## src/rtl/btn_debounce_multi.sv

```systemverilog
// Multi-channel button debouncer: per-channel 2-flop synchronizer, debounce FSM,
// edge pulses, long-press detection and a wrapping press counter.
module btn_debounce_multi_ch #(
   parameter int DB_CYCLES   = 5_000_000,
   parameter int LONG_CYCLES = 100_000_000,
   parameter int CNT_W       = 4
) (
   input  logic             clk,
   input  logic             reset_n,
   input  logic             btn_i,
   input  logic             cnt_clr_i,
   output logic             db_o,
   output logic             rise_o,
   output logic             fall_o,
   output logic             long_o,
   output logic [CNT_W-1:0] cnt_o
);
   localparam int TW = $clog2(DB_CYCLES + 1);
   localparam int HW = $clog2(LONG_CYCLES + 1);
   localparam logic [TW-1:0] T_LAST = TW'(DB_CYCLES - 1);
   localparam logic [HW-1:0] H_MAX  = HW'(LONG_CYCLES);

   localparam logic [1:0] LOW       = 2'd0;
   localparam logic [1:0] WAIT_HIGH = 2'd1;
   localparam logic [1:0] HIGH      = 2'd2;
   localparam logic [1:0] WAIT_LOW  = 2'd3;

   logic [1:0]       sync_q;
   logic [1:0]       state_q, state_d;
   logic [TW-1:0]    timer_q, timer_d;
   logic [HW-1:0]    hold_q, hold_d;
   logic [CNT_W-1:0] cnt_q, cnt_d;
   logic             db_q, rise_q, fall_q, long_q;
   logic             s, db_d, rise_d, fall_d, long_d;

   assign s = sync_q[1];

   always_comb begin
      state_d = state_q;
      timer_d = timer_q;
      case (state_q)
         LOW: if (s) begin
            state_d = WAIT_HIGH;
            timer_d = '0;
         end
         WAIT_HIGH: begin
            if (!s)                  state_d = LOW;
            else if (timer_q == T_LAST) state_d = HIGH;
            else                     timer_d = timer_q + TW'(1);
         end
         HIGH: if (!s) begin
            state_d = WAIT_LOW;
            timer_d = '0;
         end
         WAIT_LOW: begin
            if (s)                   state_d = HIGH;
            else if (timer_q == T_LAST) state_d = LOW;
            else                     timer_d = timer_q + TW'(1);
         end
         default: state_d = LOW;
      endcase
   end

   // Only a completed WAIT_x -> stable transition counts as an edge; bounces back are silent.
   assign rise_d = (state_q == WAIT_HIGH) && (state_d == HIGH);
   assign fall_d = (state_q == WAIT_LOW)  && (state_d == LOW);
   assign db_d   = (state_d == HIGH) || (state_d == WAIT_LOW);

   always_comb begin
      hold_d = hold_q;
      if (rise_d)                      hold_d = '0;
      else if (db_q && hold_q != H_MAX) hold_d = hold_q + HW'(1);
   end

   // Saturation keeps hold at H_MAX, so the pulse fires once per press.
   assign long_d = (hold_d == H_MAX) && (hold_q != H_MAX);
   assign cnt_d  = cnt_clr_i ? '0 : cnt_q + CNT_W'(rise_q);

   always_ff @(posedge clk or negedge reset_n) begin
      if (!reset_n) begin
         sync_q  <= '0;
         state_q <= LOW;
         timer_q <= '0;
         hold_q  <= '0;
         cnt_q   <= '0;
         db_q    <= 1'b0;
         rise_q  <= 1'b0;
         fall_q  <= 1'b0;
         long_q  <= 1'b0;
      end else begin
         sync_q  <= {sync_q[0], btn_i};
         state_q <= state_d;
         timer_q <= timer_d;
         hold_q  <= hold_d;
         cnt_q   <= cnt_d;
         db_q    <= db_d;
         rise_q  <= rise_d;
         fall_q  <= fall_d;
         long_q  <= long_d;
      end
   end

   assign db_o   = db_q;
   assign rise_o = rise_q;
   assign fall_o = fall_q;
   assign long_o = long_q;
   assign cnt_o  = cnt_q;
endmodule

module btn_debounce_multi #(
   parameter int N_CH        = 4,
   parameter int DB_CYCLES   = 5_000_000,
   parameter int LONG_CYCLES = 100_000_000,
   parameter int CNT_W       = 4
) (
   input  logic                  clk,
   input  logic                  reset_n,
   input  logic [N_CH-1:0]       btn,
   input  logic                  cnt_clr,
   output logic [N_CH-1:0]       db,
   output logic [N_CH-1:0]       rise,
   output logic [N_CH-1:0]       fall,
   output logic [N_CH-1:0]       long_press,
   output logic [N_CH*CNT_W-1:0] cnt
);
   for (genvar i = 0; i < N_CH; i++) begin : g_ch
      btn_debounce_multi_ch #(
         .DB_CYCLES  (DB_CYCLES),
         .LONG_CYCLES(LONG_CYCLES),
         .CNT_W      (CNT_W)
      ) u_ch (
         .clk      (clk),
         .reset_n  (reset_n),
         .btn_i    (btn[i]),
         .cnt_clr_i(cnt_clr),
         .db_o     (db[i]),
         .rise_o   (rise[i]),
         .fall_o   (fall[i]),
         .long_o   (long_press[i]),
         .cnt_o    (cnt[i*CNT_W +: CNT_W])
      );
   end
endmodule

```

## config.mk

```make
export PLATFORM = sky130hd
export DESIGN_NAME = btn_debounce_multi
export DESIGN_NICKNAME = d
export VERILOG_FILES = /design/src/rtl/btn_debounce_multi.sv
export SDC_FILE = /design/constraint.sdc
export NUM_CORES = 1
export LEC_CHECK = 0
export BUFFER_PORTS_ARGS = -buffer_cell sky130_fd_sc_hd__buf_2
export CORE_MARGIN = 4
export CORE_UTILIZATION = 65
export CTS_BUF_LIST = sky130_fd_sc_hd__clkbuf_2
export CTS_CLUSTER_SIZE = 25
export DETAILED_ROUTE_END_ITERATION = 8
export PLACE_DENSITY = 0.86
export SETUP_SLACK_MARGIN = 0.3
export SLEW_MARGIN = 15
export SYNTH_ARGS = -nofsm -noshare
export SYNTH_HDL_FRONTEND = slang
export SYNTH_SLANG_ARGS = --single-unit
```

## constraint.sdc

```tcl
create_clock -name clk -period 3.7 [get_ports clk]
set_input_delay 0.74 -clock clk [delete_from_list [all_inputs] [get_ports clk]]
set_output_delay 0.74 -clock clk [all_outputs]
set_load 0.01 [all_outputs]
```

==> results of run 1 <==
==> cell usage after synthesis, types with 3 or more instances <==
| library cell | n | share of area |
|---|---|---|
| ha_1 | 20 | 0.019 |
| a31oi_1 | 5 | 0.0023 |
| and2_1 | 6 | 0.0028 |
| nand4b_1 | 7 | 0.0046 |
| inv_1 | 42 | 0.012 |
| nor2b_1 | 12 | 0.0056 |
| buf_4 | 16 | 0.0090 |
| mux2i_1 | 14 | 0.010 |
| nor2_1 | 227 | 0.064 |
| a21oi_1 | 23 | 0.0086 |
| o21ai_0 | 31 | 0.012 |
| a211oi_1 | 5 | 0.0028 |
| or3_1 | 18 | 0.0084 |
| mux2_2 | 9 | 0.0076 |
| and4b_1 | 3 | 0.0022 |
| nor4b_1 | 15 | 0.0098 |
| dfrtp_1 | 248 | 0.46 |
| clkbuf_1 | 46 | 0.013 |
| and3_1 | 31 | 0.015 |
| nor4bb_1 | 8 | 0.0060 |
| nor3b_1 | 9 | 0.0051 |
| o31ai_1 | 8 | 0.0045 |
| nor3_1 | 58 | 0.022 |
| xnor2_1 | 90 | 0.059 |
| and4_1 | 17 | 0.011 |
| o211ai_1 | 3 | 0.0017 |
| nor4_1 | 28 | 0.013 |
| or2_2 | 7 | 0.0033 |
| nand2_1 | 116 | 0.033 |
| a21o_1 | 4 | 0.0022 |
| o21a_1 | 3 | 0.0017 |
| xor2_1 | 90 | 0.059 |
| a31o_2 | 3 | 0.0020 |
| nand4_1 | 55 | 0.026 |
| buf_1 | 4 | 0.0011 |
| or4_1 | 7 | 0.0039 |
| a22o_1 | 10 | 0.0066 |
| nand3_1 | 83 | 0.031 |
| nand2b_1 | 15 | 0.0070 |
| buf_2 | 5 | 0.0019 |
==> layout by cell type, fill, tap and decap left out, types with 17 or more instances in the layout <==
master / netlist / routed
nor4_1: 28 / 28
ha_1: 20 / 20
and4_1: 17 / 17
xor2_1: 90 / 90
nand3_1: 83 / 83
dfrtp_1: 248 / 248
clkbuf_2: 0 / 94
clkinv_1: 0 / 17
and3_1: 31 / 31
or3_1: 18 / 18
a21oi_1: 23 / 23
nand2_1: 116 / 116
buf_2: 5 / 37
o21ai_0: 31 / 31
nor3_1: 58 / 58
inv_1: 42 / 42
nor2_1: 227 / 227
xnor2_1: 90 / 90
nand4_1: 55 / 55
==> cell families after synthesis <==
family	share of synthesized area
adder cells (fa/ha/maj)	0.0187
flip-flops	0.465
multiplexers	0.0181
AND/OR/NAND/NOR	0.285
buffers and inverters	0.0381
AO/OA/AOI/OAI	0.0570
XOR/XNOR	0.118
==> worst max-delay path, cell delays in order, from the launching register on <==
cell      delay (ns)
dfrtp_1         0.41
ha_1            0.22
nand3_1         0.18
or4_1           0.71
nor4_4          0.65
nor2_1          0.13
nand4b_1        0.20
and4bb_1        0.29
nor4b_4         0.20
==> layer usage <==
layer,part of all wire,global-route usage,vias to the layer above
met5,0,0,-
met3,0.050,0.0443,64
met2,0.46,0.370,298
met1,0.46,0.330,4991
met4,0.027,0.0997,0
li1,-,-,5122
==> flip-flops by register name (all words and copies together) (netlist names) <==
| name | cells |
|---|---|
| g_ch.u_ch.db_o | 4 |
| g_ch.u_ch.hold_q | 108 |
| g_ch.u_ch.cnt_o | 16 |
| g_ch.u_ch.rise_o | 4 |
| g_ch.u_ch.state_q | 8 |
| g_ch.u_ch.sync_q | 8 |
| g_ch.u_ch.long_o | 4 |
| g_ch.u_ch.timer_q | 92 |
| g_ch.u_ch.fall_o | 4 |
==> layout make-up <==
class	instances	share of cell area
Sequential cell	248	0.436
Clock buffer	94	0.0330
Antenna cell	1	0.000176
Inverter	44	0.0116
Multi-Input combinational cell	1074	0.466
Tap cell	270	0.0237
Clock inverter	21	0.00747
Timing Repair Buffer	50	0.0227
==> final timing paths <==
path                                         start                      end  slack (ns)  cells after the start
setup reg to reg           g_ch[2].u_ch.timer_q[0]      g_ch[2].u_ch.long_o        0.62                      8
max in group asynchronous                  reset_n  g_ch[3].u_ch.hold_q[21]        2.35                      3
hold / removal                              btn[0]   g_ch[0].u_ch.sync_q[0]        0.12                      1
setup / recovery           g_ch[2].u_ch.timer_q[0]      g_ch[2].u_ch.long_o        0.62                      8
min in group asynchronous                  reset_n   g_ch[0].u_ch.hold_q[6]        0.46                      2
hold reg to reg             g_ch[0].u_ch.sync_q[0]   g_ch[0].u_ch.sync_q[1]        0.35                      0
==> power groups by stage <==
stage               clock (mW)  combinational, mW  sequential [mW]
finish                    1.83              0.169             2.80
global route              2.05              0.198             2.81
CTS                       1.90              0.173             2.80
detailed placement           0              0.171             2.85
global placement             0              0.165             2.85
floorplan                    0             0.0978             2.84
==> reports/qor.csv, run 1 <==
stage,metric,value,unit
yosys,Post-Syn Nets,1465,
routing,drt wl/cell,14.5,um
timing,WHS,0.123,ns
power_and_ir_drop,Reg power frac,0.584,
cts,Num CTS Buffers,66,
grt,first-pass GRT wire length,45600,um
routing,via count,10500,
routing,Via density,5.81,
cts,Post-CTS Resized,0,
routing,1st-iter DRT viols,665,
critical_path,Crit. End Element,flip-flop,
power_and_ir_drop,Worst IR Drop VDD,0.000296,V
timing,RSZ-0062 raised after global routing,no,
power_and_ir_drop,switching part of the total,0.258,
yosys,Ys Warns,0,
critical_path,critical path type,flip-flop to flip-flop,
cts,root buffer cell,clkbuf_2,
cells_and_area,final std cells w/o fill,1802,
cts,clk slew on worst S/H paths,0.10,ns
timing,Fmax,325,MHz
critical_path,critical path startpoint category,flip-flop,
cts,Max H-tree Level,3,
power_and_ir_drop,total power,4.80,mW
placement,I/O Buffers,38,
timing,Max Slew Vio Count,0,
floorplan,I/O pin total,39,
yosys,#FFs+latches synth,248,
cts,Max clock buf depth,3,
yosys,"Seq/Total Area, Yosys",0.465,
yosys,share of flip-flops with an asynchronous set or reset,1.00,
timing,pin slew with the least headroom to its limit,1.05,ns
routing,Antenna Nets Post-Route,0,
yosys,Post-synth EDFFs,0,
routing,TritonRoute pass-1 iters,5,
placement,gpl congestion,0.923,
routing,WL final,26200,um
timing,clock skew,0.0597,ns
cells_and_area,ratio of cells with drive above 1 in the final layout,0.114,
timing,Setup Viol. Count Final,0,
grt,largest net degree at the start of global routing,103,
placement,Place WS,0.650,ns
critical_path,required time worst endpoint,4.39,ns
grt,vias in the first global route,9989,
yosys,Main synth FF type,dfrtp_1,
timing,Fin. Hold Viols,0,
cells_and_area,final-stage net count,1511,
power_and_ir_drop,Lkg Pwr,6.42,nW
cells_and_area,area growth from synthesis to layout,6.71,%
placement,dpl cells,1683,
floorplan,chip width,151,um
cells_and_area,Fillers,1524,
timing,Tmin final,3.08,ns
cells_and_area,final instance area,0.0142,mm^2
floorplan,die height,151,um
cells_and_area,Seq. cell area,0.00621,mm^2
yosys,Syn Inst Count,1438,
cts,# Post-CTS Setup Buffers,0,
power_and_ir_drop,P per Cell Area,337,mW/mm^2
run_status,status,"finished, final reports clean",
cts,CTS Hold Bufs,2,
cells_and_area,Finished Core Util,0.704,
cts,Worst-Skew Late Latency,0.77,ns
grt,initial antenna violation count,1,
floorplan,die footprint,0.0229,mm^2
power_and_ir_drop,Pint,3.56,mW
timing,Rel. slew slack,0.297,
critical_path,Worst EP arrival,3.77,ns
critical_path,worst-path maximum fanout,13,
run,max_cap viols,0,
grt,All-Layer GR Usage,0.238,
yosys,Mean Syn Cell Area,9.28,um^2
yosys,Post-Syn Area,0.0133,mm^2
floorplan,Initial Util,0.660,
power_and_ir_drop,clock power share,0.381,
routing,DRC viols,0,
power_and_ir_drop,Psw,1.24,mW
placement,dpl cell area,0.0136,mm^2
worst_hold_path,HP Class,input port to flip-flop,
floorplan,core area,0.0202,mm^2
floorplan,row count,52,
power_and_ir_drop,combinational share of power,0.035,
placement,Post-DP HPWL,18200,um
cts,Sink Count,248,
cells_and_area,footprint of the multi-input gates,0.00663,mm^2
timing,setup ws final,0.623,ns
yosys,Yosys cell types,66,
timing,setup TNS,0,ns
grt,GRT Residual Overflow,0,
timing,period utilisation layout,0.832,
cts,CTS tree,yes,
Note: power is estimated with default switching activity, not from simulation.
==> run 2: changes to the inputs <==
==> constraint.sdc (replaced) <==
create_clock -name clk -period 3 [get_ports clk]
set_input_delay 0.6 -clock clk [delete_from_list [all_inputs] [get_ports clk]]
set_output_delay 0.6 -clock clk [all_outputs]
set_load 0.01 [all_outputs]
==> run 2 against run 1 <==
Compared with the run above: sequential cell count unchanged; power up 19%; combinational power rose by 31%; sequential power up 23%; final area is 1.5% higher; final cell count grew 0.94%; critical endpoint unchanged; non-clock buffer count rose by 30; clock-buffer cell count is 13 lower; maximum frequency rose by 13%; largest power group unchanged.
==> reports/qor.csv, run 2 (synthesis results as in run 1) <==
stage,metric,value,unit,change
timing,Max Slew Vio Count,0,,unchanged
critical_path,Worst EP arrival,3.46,ns,-0.31 ns
timing,period utilisation layout,0.910,,+0.0783
critical_path,RR Startpoint,g_ch[2].u_ch.timer_q[10],,
grt,initial antenna violation count,1,,unchanged
cts,Num CTS Buffers,60,,-9.1%
cells_and_area,Largest register FFs,108,,unchanged
timing,Rel. slew slack,0.289,,-0.00745
critical_path,critical path type,flip-flop to flip-flop,,
critical_path,critical path startpoint category,flip-flop,,
run_status,status,"finished, final reports clean",,
floorplan,die footprint,0.0229,mm^2,unchanged
power_and_ir_drop,Worst IR Drop VDD,0.000266,V,-10%
floorplan,chip width,151,um,unchanged
cts,Worst-Skew Late Latency,0.83,ns,+0.06 ns
worst_hold_path,HP Class,input port to flip-flop,,
routing,drt wl/cell,15.1,um,+3.8%
timing,clock skew,0.0506,ns,-0.00911 ns
timing,Setup Viol. Count Final,0,,unchanged
timing,setup TNS,0,ns,unchanged
floorplan,Initial Util,0.660,,unchanged
cts,Max clock buf depth,3,,unchanged
cells_and_area,final std cells w/o fill,1819,,+0.94%
routing,Antenna Nets Post-Route,0,,unchanged
cts,clk slew on worst S/H paths,0.11,ns,about the same
floorplan,I/O pin total,39,,unchanged
cts,root buffer cell,clkbuf_2,,
cells_and_area,ratio of cells with drive above 1 in the final layout,0.139,,+0.0246
cts,Max H-tree Level,2,,-1
critical_path,Critical R2R Capture,g_ch[2].u_ch.long_o,,
routing,via count,10700,,+2.1%
cells_and_area,Finished Core Util,0.714,,+0.0103
grt,GRT Residual Overflow,0,,unchanged
power_and_ir_drop,Pint,4.20,mW,+18%
routing,Via density,5.88,,+1.1%
timing,RSZ-0062 raised after global routing,yes,,
cts,CTS tree,yes,,
run,max_cap viols,0,,unchanged
critical_path,Critical Path Sink,g_ch[2].u_ch.long_o,,
grt,vias in the first global route,10200,,+2.1%
routing,1st-iter DRT viols,551,,-17%
grt,first-pass GRT wire length,46600,um,+2.1%
critical_path,CP Launch Point,g_ch[2].u_ch.timer_q[10],,
timing,Fmax,366,MHz,+13%
power_and_ir_drop,Psw,1.50,mW,+21%
timing,Fin. Hold Viols,0,,unchanged
placement,gpl congestion,0.928,,+0.62%
timing,Tmin final,2.73,ns,-0.347 ns
floorplan,core area,0.0202,mm^2,unchanged
power_and_ir_drop,P per Cell Area,395,mW/mm^2,+17%
placement,I/O Buffers,38,,unchanged
cts,Sink Count,248,,unchanged
cells_and_area,area growth from synthesis to layout,8.27,%,
critical_path,worst-path maximum fanout,10,,-3
power_and_ir_drop,Lkg Pwr,6.49,nW,+1.1%
critical_path,Crit. End Element,flip-flop,,
routing,WL final,27500,um,+4.8%
power_and_ir_drop,combinational share of power,0.039,,+0.004
critical_path,required time worst endpoint,3.73,ns,-0.66 ns
placement,Post-DP HPWL,19100,um,+4.9%
cells_and_area,final-stage net count,1535,,+1.6%
routing,DRC viols,0,,unchanged
power_and_ir_drop,Reg power frac,0.605,,+0.021
cells_and_area,most frequent cells in the layout,"240 x dfrtp_1, 226 x nor2_1, 116 x nand2_1",,
floorplan,die height,151,um,unchanged
power_and_ir_drop,clock power share,0.356,,-0.025
power_and_ir_drop,switching part of the total,0.263,,+0.00518
timing,pin slew with the least headroom to its limit,1.06,ns,+0.0111 ns
placement,dpl cells,1702,,+1.1%
cells_and_area,Largest Register,g_ch.u_ch.hold_q,,
grt,All-Layer GR Usage,0.242,,+0.00445
critical_path,reg2reg path depth,8,,unchanged
floorplan,row count,52,,unchanged
routing,TritonRoute pass-1 iters,5,,unchanged
power_and_ir_drop,total power,5.71,mW,+19%
cells_and_area,"most common cell after layout, fill and taps aside",dfrtp_1,,
critical_path,flop2flop setup slack,0.27,ns,-0.35 ns
grt,largest net degree at the start of global routing,91,,-12%
==> run 2: power groups by stage <==
| stage | sequential, mW | combinational, mW | clock (mW) |
|---|---|---|---|
| detailed placement | 3.52 | 0.222 | 0 |
| CTS | 3.45 | 0.229 | 2.11 |
| floorplan | 3.50 | 0.121 | 0 |
| finish | 3.45 | 0.222 | 2.03 |
| global placement | 3.51 | 0.213 | 0 |
| global route | 3.46 | 0.261 | 2.30 |
==> run 2: layer usage <==
layer / global-route usage / up-vias / wire length, um
li1: - / 5168 / -
met1: 0.339 / 5148 / 12400
met2: 0.382 / 320 / 13000
met3: 0.0443 / 57 / 1480
met4: 0.0857 / 0 / 585
met5: 0 / - / 0
==> run 2: cell type report <==
| type | instances | area (um^2) |
|---|---|---|
| fillers | 1507 | 5780 |
| well taps | 270 | 338 |
| repair buffers | 80 | 541 |
| clock buffers | 81 | 405 |
| inverters | 44 | 165 |
| multi-input cells | 1074 | 6700 |
| flip-flops and latches | 248 | 6220 |
| diodes | 1 | 2.50 |
| clock inverters | 21 | 86.3 |
==> run 2: worst max-delay path, cell delays in order, from the launching register on <==
cell and delay [ns]:
dfrtp_1 0.43, or4b_1 0.52, or4_4 0.49, nor4_4 0.42, buf_4 0.18, buf_4 0.16
or2_2 0.12, o22ai_1 0.08, nor4b_4 0.25
==> run 2: how the worst min path moves through the flow <==
stage / from / cells past startpoint / endpoint
detailed placement: g_ch[1].u_ch.sync_q[0] / 0 / g_ch[1].u_ch.sync_q[1]
global placement: g_ch[3].u_ch.sync_q[0] / 0 / g_ch[3].u_ch.sync_q[1]
floorplan: reset_n / 0 / g_ch[0].u_ch.cnt_o[0]
global route: cnt_clr / 2 / g_ch[0].u_ch.cnt_o[2]
finish: cnt_clr / 2 / g_ch[0].u_ch.cnt_o[2]
CTS: cnt_clr / 2 / g_ch[0].u_ch.cnt_o[3]
==> run 2: per-stage QoR <==
step	area [um^2]	setup slack, ns	hold WS, ns
final	14500	0.270	0.125
after global placement	13800	0.275	0.334
after floorplan	13300	0.391	0.304
after detailed placement	13800	0.186	0.337
after CTS	14300	0.308	0.0306
after global routing	14500	0.145	0.0577
==> run 2: repair_timing <==
| item | 4_1_cts | 5_1_grt |
|---|---|---|
| hold endpoints to repair | 87 | 0 |
| buffers inserted | 5 | 4 |
| resized for setup | 0 | 24 |
| endpoints found under the setup margin | 18 | 19 |
| hold buffers | 5 | 0 |
| cloned | 0 | 0 |
| pin swaps | 2 | 4 |
==> run 3: changes to the inputs <==
--- a/config.mk
+++ b/config.mk
@@ -8,10 +8,11 @@
 export BUFFER_PORTS_ARGS = -buffer_cell sky130_fd_sc_hd__buf_2
 export CORE_MARGIN = 4
 export CORE_UTILIZATION = 65
-export CTS_BUF_LIST = sky130_fd_sc_hd__clkbuf_2
+export CTS_BUF_LIST = sky130_fd_sc_hd__clkbuf_8
 export CTS_CLUSTER_SIZE = 25
 export DETAILED_ROUTE_END_ITERATION = 8
 export PLACE_DENSITY = 0.86
+export REMOVE_ABC_BUFFERS = 1
 export SETUP_SLACK_MARGIN = 0.3
 export SLEW_MARGIN = 15
 export SYNTH_ARGS = -nofsm -noshare
==> run 3 against run 2 <==
Compared with the run above: clock power increased by 66%; clock-buffer cell count decreased by 26; clock skew decreased by 0.035 ns; combinational power increased by 2%; first-iteration DRC count increased by 18%; die area unchanged; register-to-register slack improved by 0.06 ns; power increased by 24%; non-clock buffer count decreased by 1; via count increased by 0.28%; routed wire length increased by 6.3%; utilization increased by 2.3 points; largest cell class unchanged; highest routed layer unchanged.
==> reports/qor.csv, run 3 (synthesis results as in run 1) <==
stage,metric,value,unit,change
run_status,status,"finished, final reports clean",,
cts,root buffer cell,clkbuf_8,,
placement,gpl congestion,0.951,,+2.5%
timing,Tmin final,2.67,ns,-0.0559 ns
placement,Post-DP HPWL,19500,um,+1.9%
placement,dpl cells,1703,,+0.059%
cts,clk slew on worst S/H paths,0.06,ns,-0.05 ns
timing,Rel. slew slack,0.324,,+0.0349
timing,pin slew with the least headroom to its limit,1.01,ns,-0.0521 ns
routing,1st-iter DRT viols,652,,+18%
cells_and_area,final std cells w/o fill,1792,,-1.5%
cts,Max clock buf depth,3,,unchanged
floorplan,Initial Util,0.660,,unchanged
placement,I/O Buffers,38,,unchanged
critical_path,Worst EP arrival,3.10,ns,-0.36 ns
cells_and_area,most frequent cells in the layout,"241 x dfrtp_1, 226 x nor2_1, 116 x nand2_1",,
cells_and_area,Largest register FFs,108,,unchanged
cts,Num CTS Buffers,42,,-30%
cells_and_area,antenna cells,0,,-1
grt,initial antenna violation count,0,,-1
routing,WL final,29200,um,+6.3%
cts,CTS tree,yes,,
cells_and_area,ratio of cells with drive above 1 in the final layout,0.128,,-0.0108
cts,Sink Count,248,,unchanged
floorplan,die height,151,um,unchanged
timing,RSZ-0062 raised after global routing,yes,,
floorplan,row count,52,,unchanged
routing,TritonRoute pass-1 iters,5,,unchanged
floorplan,I/O pin total,39,,unchanged
timing,Fmax,374,MHz,+2.1%
grt,largest net degree at the start of global routing,86,,-5.5%
power_and_ir_drop,Lkg Pwr,6.64,nW,+2.3%
timing,Setup Viol. Count Final,0,,unchanged
routing,via count,10700,,+0.28%
floorplan,chip width,151,um,unchanged
cells_and_area,area growth from synthesis to layout,11.7,%,
timing,period utilisation layout,0.891,,-0.0186
floorplan,die footprint,0.0229,mm^2,unchanged
timing,Fin. Hold Viols,0,,unchanged
cts,Max H-tree Level,2,,unchanged
run,max_cap viols,0,,unchanged
worst_hold_path,HP Class,input port to asynchronous set/reset pin,,
timing,WHS,0.0489,ns,-0.0765 ns
cells_and_area,Largest Register,g_ch.u_ch.hold_q,,
power_and_ir_drop,Worst IR Drop VDD,0.000322,V,+21%
grt,GRT Residual Overflow,0,,unchanged
routing,drt wl/cell,16.3,um,+7.9%
critical_path,worst-path maximum fanout,5,,-5
cells_and_area,final-stage net count,1516,,-1.2%
critical_path,critical path type,flip-flop to flip-flop,,
critical_path,Crit. End Element,flip-flop,,
cells_and_area,"most common cell after layout, fill and taps aside",dfrtp_1,,
cts,Worst-Skew Late Latency,0.54,ns,-0.29 ns
routing,DRC viols,0,,unchanged
timing,Max Slew Vio Count,0,,unchanged
critical_path,critical path startpoint category,flip-flop,,
routing,Via density,5.98,,+1.8%
timing,clock skew,0.0151,ns,-0.0355 ns
routing,Antenna Nets Post-Route,0,,unchanged
grt,All-Layer GR Usage,0.258,,+0.0155
grt,vias in the first global route,10400,,+2.4%
grt,first-pass GRT wire length,49100,um,+5.4%
power_and_ir_drop,P per Cell Area,473,mW/mm^2,+20%
floorplan,core area,0.0202,mm^2,unchanged
critical_path,required time worst endpoint,3.43,ns,-0.30 ns
[run 3: cell types whose count changed in the layout (fill, tap and decap cells not counted), moves of 2 or more]
cell,delta
clkbuf_2,-81
clkbuf_8,+55
clkinv_1,-15
inv_1,+11
dlygate4sd3_1,-5
bufinv_16,+4
clkinv_2,-3
clkinvlp_4,+3
buf_4,+2
[run 3: area by class of cell]
type | count | area [um^2]
Clock buffer | 55 | 757
Multi-Input combinational cell | 1074 | 6690
Sequential cell | 248 | 6210
Tap cell | 270 | 338
Fill cell | 1380 | 5320
Clock inverter | 22 | 208
Timing Repair Buffer | 79 | 537
Inverter | 44 | 165
[run 3: report_power, final]
| part | leakage (nW) | internal, mW | switching (mW) | total (mW) |
|---|---|---|---|---|
| Clock | 0.527 | 2.00 | 1.37 | 3.37 |
| Combinational | 2.70 | 0.0798 | 0.146 | 0.226 |
| Sequential | 3.42 | 3.40 | 0.0662 | 3.46 |
[run 3: critical path: stages, from the launching register on]
cell and delay (ns):
dfrtp_1 0.45, nand4_1 0.22, or2_1 0.31, or4_1 0.48, a21oi_1 0.21, nand4b_1 0.16, or4_1 0.47, nor4_1 0.27
[run 3: metrics by stage]
stage / utilization / setup WS [ns] / area (um^2) / power [mW] / setup TNS [ns]
detailed placement: 0.681 / 0.187 / 13800 / 3.75 / 0
global placement: 0.681 / 0.310 / 13800 / 3.73 / 0
floorplan: - / -0.164 / 13000 / 3.61 / -0.164
global route: 0.737 / 0.264 / 14900 / 7.34 / 0
CTS: 0.731 / 0.297 / 14800 / 7.13 / 0
finish: 0.737 / 0.326 / 14900 / 7.06 / 0
[run 3: what timing repair did]
action / 4_1_cts / 5_1_grt
endpoints found under the setup margin: 5 / 29
hold buffers: 0 / 0
resized for setup: 1 / 20
buffers inserted: 4 / 8
pin swaps: 1 / 5
[run 3: final timing paths]
check | startpoint | to | slack (ns) | depth (start not counted)
max in group asynchronous | reset_n | g_ch[0].u_ch.hold_q[13] | 2.01 | 2
worst min-delay path | reset_n | g_ch[3].u_ch.hold_q[6] | 0.05 | 1
worst max register to register | g_ch[1].u_ch.hold_q[11] | g_ch[1].u_ch.long_o | 0.33 | 7
worst min register to register | g_ch[2].u_ch.sync_q[0] | g_ch[2].u_ch.sync_q[1] | 0.35 | 0
min in group clk | btn[1] | g_ch[1].u_ch.sync_q[0] | 0.17 | 1
worst max-delay path | g_ch[1].u_ch.hold_q[11] | g_ch[1].u_ch.long_o | 0.33 | 7
[run 3: layer usage]
layer / up-vias / wire length [um] / global-route usage
li1: 5093 / - / -
met1: 5194 / 12400 / 0.343
met2: 354 / 14300 / 0.425
met3: 82 / 1610 / 0.0473
met4: 0 / 847 / 0.0947
met5: - / 0 / 0
